<file path="config.mk">
export PLATFORM = sky130hd
export DESIGN_NAME = clk_enable_gen
export DESIGN_NICKNAME = d
export VERILOG_FILES = /design/src/rtl/clk_enable_gen.sv
export SDC_FILE = /design/constraint.sdc
export NUM_CORES = 1
export LEC_CHECK = 0
export BUFFER_PORTS_ARGS = -buffer_cell sky130_fd_sc_hd__buf_2
export CAP_MARGIN = 30
export CORE_MARGIN = 2
export CORE_UTILIZATION = 35
export CTS_BUF_LIST = sky130_fd_sc_hd__clkbuf_4
export DETAILED_ROUTE_END_ITERATION = 6
export PLACE_DENSITY = 0.54
export SETUP_SLACK_MARGIN = 0.15
export SLEW_MARGIN = 5
export SYNTH_ARGS = -nofsm -noshare
export SYNTH_HDL_FRONTEND = slang
export SYNTH_SLANG_ARGS = --single-unit
</file>
<file path="constraint.sdc">
create_clock -name clk -period 6.1 [get_ports clk]
set_input_delay 1.525 -clock clk [delete_from_list [all_inputs] [get_ports clk]]
set_output_delay 1.525 -clock clk [all_outputs]
set_load 0.01 [all_outputs]
</file>
<file path="src/rtl/clk_enable_gen.sv">
// clk_enable_gen: multi-channel fractional clock-enable generator with a
// PLL-lock qualified reset sequencer.
//
// Ports:
//   clk        system clock (PLL output)
//   rst_n      synchronous active-low reset
//   locked     PLL lock, asynchronous to clk (synchronised here, two flops)
//   inc_a      rate set A increments, channel i at [i*ACC_W +: ACC_W]
//   inc_b      rate set B increments, same packing
//   mode_sel   per-channel requested set (0=A, 1=B)
//   sys_rst_n  registered active-low reset for downstream logic
//   ce         per-channel single-cycle clock enable
//   mode_act   per-channel rate set currently applied
//
// Each channel pulses ce at an average rate of inc_act/2^ACC_W per cycle.
// Rate-set switches land only on a carry, so the phase residue carries over
// and no period is cut short or doubled.

module clk_enable_lane #(
  parameter int ACC_W = 16
) (
  input  logic             clk,
  input  logic             rst_n,
  input  logic             run,      // sys_rst_n as currently driven
  input  logic             run_nxt,  // value sys_rst_n takes at this edge
  input  logic [ACC_W-1:0] inc_a,
  input  logic [ACC_W-1:0] inc_b,
  input  logic             mode_sel,
  output logic             ce,
  output logic             mode_act
);

  logic [ACC_W-1:0] acc;
  logic [ACC_W-1:0] inc_act;
  logic [ACC_W-1:0] inc_sel;
  logic [ACC_W:0]   sum;

  always_comb begin
    inc_sel = mode_sel ? inc_b : inc_a;
    sum     = {1'b0, acc} + {1'b0, inc_act};
  end

  always_ff @(posedge clk) begin
    if (!rst_n) begin
      acc      <= '0;
      ce       <= 1'b0;
      inc_act  <= inc_a;
      mode_act <= 1'b0;
    end else if (!run) begin
      // Held: keep phase at zero and track the requested set each cycle.
      acc      <= '0;
      ce       <= 1'b0;
      inc_act  <= inc_sel;
      mode_act <= mode_sel;
    end else begin
      acc <= sum[ACC_W-1:0];
      // Masked on the edge sys_rst_n falls so ce is never high while
      // sys_rst_n is low.
      ce  <= sum[ACC_W] & run_nxt;
      // Switch only at a period boundary; a stopped channel never carries,
      // so it reloads every cycle and can restart.
      if (sum[ACC_W] || (inc_act == '0)) begin
        inc_act  <= inc_sel;
        mode_act <= mode_sel;
      end
    end
  end

endmodule

module clk_enable_gen #(
  parameter int CHANNELS   = 2,
  parameter int ACC_W      = 16,
  parameter int RESET_HOLD = 1024
) (
  input  logic                      clk,
  input  logic                      rst_n,
  input  logic                      locked,
  input  logic [CHANNELS*ACC_W-1:0] inc_a,
  input  logic [CHANNELS*ACC_W-1:0] inc_b,
  input  logic [CHANNELS-1:0]       mode_sel,
  output logic                      sys_rst_n,
  output logic [CHANNELS-1:0]       ce,
  output logic [CHANNELS-1:0]       mode_act
);

  localparam int CNT_W = $clog2(RESET_HOLD + 1);
  localparam logic [CNT_W-1:0] HOLD = CNT_W'(RESET_HOLD);

  logic             s1;
  logic             locked_s;
  logic [CNT_W-1:0] cnt;
  logic             run_nxt;

  // Lock loss forces release low directly, not waiting on the counter.
  assign run_nxt = locked_s && (cnt == HOLD);

  always_ff @(posedge clk) begin
    if (!rst_n) begin
      s1        <= 1'b0;
      locked_s  <= 1'b0;
      cnt       <= '0;
      sys_rst_n <= 1'b0;
    end else begin
      s1        <= locked;
      locked_s  <= s1;
      sys_rst_n <= run_nxt;
      if (!locked_s)
        cnt <= '0;
      else if (cnt != HOLD)
        cnt <= cnt + 1'b1;
    end
  end

  for (genvar i = 0; i < CHANNELS; i++) begin : gen_lane
    clk_enable_lane #(.ACC_W(ACC_W)) u_lane (
      .clk      (clk),
      .rst_n    (rst_n),
      .run      (sys_rst_n),
      .run_nxt  (run_nxt),
      .inc_a    (inc_a[i*ACC_W +: ACC_W]),
      .inc_b    (inc_b[i*ACC_W +: ACC_W]),
      .mode_sel (mode_sel[i]),
      .ce       (ce[i]),
      .mode_act (mode_act[i])
    );
  end

endmodule

</file>
==> impl_metrics.env <==
export IMPL_run_status="completed"
export IMPL_rsz0062_at_grt="no"
export IMPL_routedWlPerCell_um=14.28
export IMPL_syn_to_final_growth_pct=14.04
export IMPL_syn_instance_count=429
export IMPL_yosys_area_top_type="dfxtp_1"
export IMPL_async_flop_share_pct=0
export IMPL_drv_cap=0
export IMPL_ios=74
export IMPL_period_needed_ps=3061
export IMPL_drive_above_1_share_pct=26.28
export IMPL_report_final_slew_viol_count=0
export IMPL_die_w_um=117.6
export IMPL_p_per_area_mw_per_mm2=198.5
export IMPL_layout_nets=606
export IMPL_tightest_slew_ps=787.0
export IMPL_cts_max_level=3
export IMPL_via_count=3393
export IMPL_crit_chain="ha_1 -> fa_1 -> a211oi_1 -> o21ai_1 -> o2111ai_2 -> nand2_1 -> a41oi_2 -> nand2_1"
export IMPL_cpMostUsedCell="nand2_1"
export IMPL_final_cell_mix="buf_2, dfxtp_1, nor2_1"
export IMPL_crit_type="register to register"
export IMPL_endpoint_kind="register"
export IMPL_timing_final_crit_share_pct=50.18
export IMPL_fp_row_count=41
export IMPL_overflow=0
export IMPL_hold_viol=0
export IMPL_utilization_pct=40.83
export IMPL_grt_max_degree=28
export IMPL_io_buffers=73
export IMPL_path_buf_inv=0
export IMPL_total_power_mw=1.023
export IMPL_synth_top_area_share_pct=22.15
export IMPL_relSlewSlack_pct=47.41
export IMPL_fmax_mhz=326.7
export IMPL_ys_dominant_reg_cell="dfxtp_1"
export IMPL_clk_latency_ps=450
export IMPL_total_leakage_power_nw=2.159
export IMPL_coreArea_mm2=0.01262
export IMPL_synth_nets=534
export IMPL_clock_tree_buffer_depth=2
export IMPL_final_common_cell="buf_2"
export IMPL_cts_tree="done"
export IMPL_diodes=0
export IMPL_ys_warn_count=0
export IMPL_cts_sinks=82
export IMPL_drc=0
export IMPL_cts_root_buf="clkbuf_4"
export IMPL_antenna_found_initial=0
export IMPL_first_iter_violations=133
export IMPL_crit_fanout=16
export IMPL_cts_setup_buffers=0
export IMPL_yosysSeqAreaShare_pct=43.42
export IMPL_start_kind="register"
export IMPL_avgViaCountPerCell=5.004
export IMPL_grt_pass1_wl_mm=16.37
export IMPL_hold_ws_ps=446.9
export IMPL_cts_hold_buf=0
export IMPL_tns_ps=0
export IMPL_initial_core_util_pct=35.80
export IMPL_synth_seq_cells=82
export IMPL_grt_usage_pct=14.85
export IMPL_grt_pass1_vias=3364
export IMPL_path_delay_family="compound AO/OA/AOI/OAI gates"
export IMPL_crit_slowest_cell="nand2_1"
export IMPL_dieArea_mm2=0.01383
export IMPL_setup_viol=0
export IMPL_hpwl_mm=7.320
export IMPL_die_h_um=117.6
export IMPL_required_ps=6130
export IMPL_cts_made_buffers=9
export IMPL_critPathMaxStageDelay_ps=470
export IMPL_gp_congestion=0.8562
export IMPL_synth_area_mm2=0.004518
export IMPL_dr_pass1_iters=4
export IMPL_drt_total_wl_mm=9.680
export IMPL_clk_pin_slew_ps=110
export IMPL_yosysUniqueCellTypes=59
export IMPL_min_path_type="register to register"
export IMPL_ir_drop_uv=99.61
export IMPL_clock_skew_ps=17.61
export IMPL_avgSynthCellArea_um2=10.53
export IMPL_antenna_left=0
export IMPL_synth_edf_count=32
export IMPL_cts_resized=0
export IMPL_synth_area_leaders="dfxtp_1, edfxtp_1, ha_1"
export IMPL_arrival_ps=3090
## layer usage
metal,global-route usage [%],vias to the layer above,wire length (µm)
li1,-,1739,-
met1,20.36,1578,4914
met2,22.93,64,4211
met3,2.665,12,379
met4,6.476,0,175
met5,0,-,0
## path summary, 6_finish.rpt
check | start | depth (start not counted) | to | slack, ps
hold reg to reg | s1 | 1 | locked_s | 450
hold / removal | s1 | 1 | locked_s | 450
setup reg to reg | gen_lane[1].u_lane.inc_act[0] | 8 | gen_lane[1].u_lane.inc_act[0] | 3040
setup / recovery | gen_lane[1].u_lane.inc_act[0] | 8 | gen_lane[1].u_lane.inc_act[0] | 3040
## cell families after synthesis
kind of cell	share of synthesized area (%)
multiplexers	9.111
flip-flops	43.42
buffers and inverters	2.520
AO/OA/AOI/OAI	13.74
adder cells (fa/ha/maj)	10.30
XOR/XNOR	5.428
AND/OR/NAND/NOR	15.48
## flip-flops by register name, summed over array words and instances (netlist names)
name / flops
gen_lane.u_lane.acc: 32
gen_lane.u_lane.inc_act: 32
cnt: 11
gen_lane.u_lane.ce: 2
gen_lane.u_lane.mode_act: 2
locked_s: 1
s1: 1
sys_rst_n: 1
## worst register-to-register path, cell delays in order (launching register included)
cell and delay (ps):
edfxtp_1 430, ha_1 270, fa_1 440, a211oi_1 250, o21ai_1 200, o2111ai_2 220
nand2_1 140, a41oi_2 230, nand2_1 470
## report_power, final
| part | internal, mW | total, mW | leakage (nW) | switching [mW] |
|---|---|---|---|---|
| clock | 0.130 | 0.311 | 0.0757 | 0.181 |
| combinational | 0.0566 | 0.109 | 1.34 | 0.0520 |
| sequential | 0.589 | 0.603 | 0.742 | 0.0144 |
| total | 0.776 | 1.02 | 2.16 | 0.247 |
## cell usage after synthesis, types with 5 or more instances
master,number
and3_1,10
ha_1,34
o21ai_0,9
nand2_1,24
a211oi_1,9
nor4_1,10
nand3_1,11
inv_1,6
xor2_1,13
nor2_1,42
o21a_1,5
a21o_1,11
nand4_1,7
xnor2_1,15
dfxtp_1,50
edfxtp_1,32
a21oi_1,27
o211ai_1,5
mux2_2,33
nor3_1,10
## metrics by stage
stage / setup WS, ps / instance area [µm²] / instances
finish: 3039 / 5152 / 678
global route: 2837 / 5152 / 678
CTS: 2695 / 5137 / 677
detailed placement: 2702 / 5007 / 661
global placement: 2816 / 5007 / 661
floorplan: 3273 / 4518 / 429
## layout make-up
cell class | count | area [µm²]
clock buffers | 11 | 82.58
well taps | 172 | 215.2
repair buffers | 74 | 380.4
clock inverters | 5 | 47.55
flip-flops and latches | 82 | 1962
fillers | 1291 | 7467
inverters | 6 | 22.52
multi-input cells | 328 | 2442
Power figures use the tool's default switching activity.
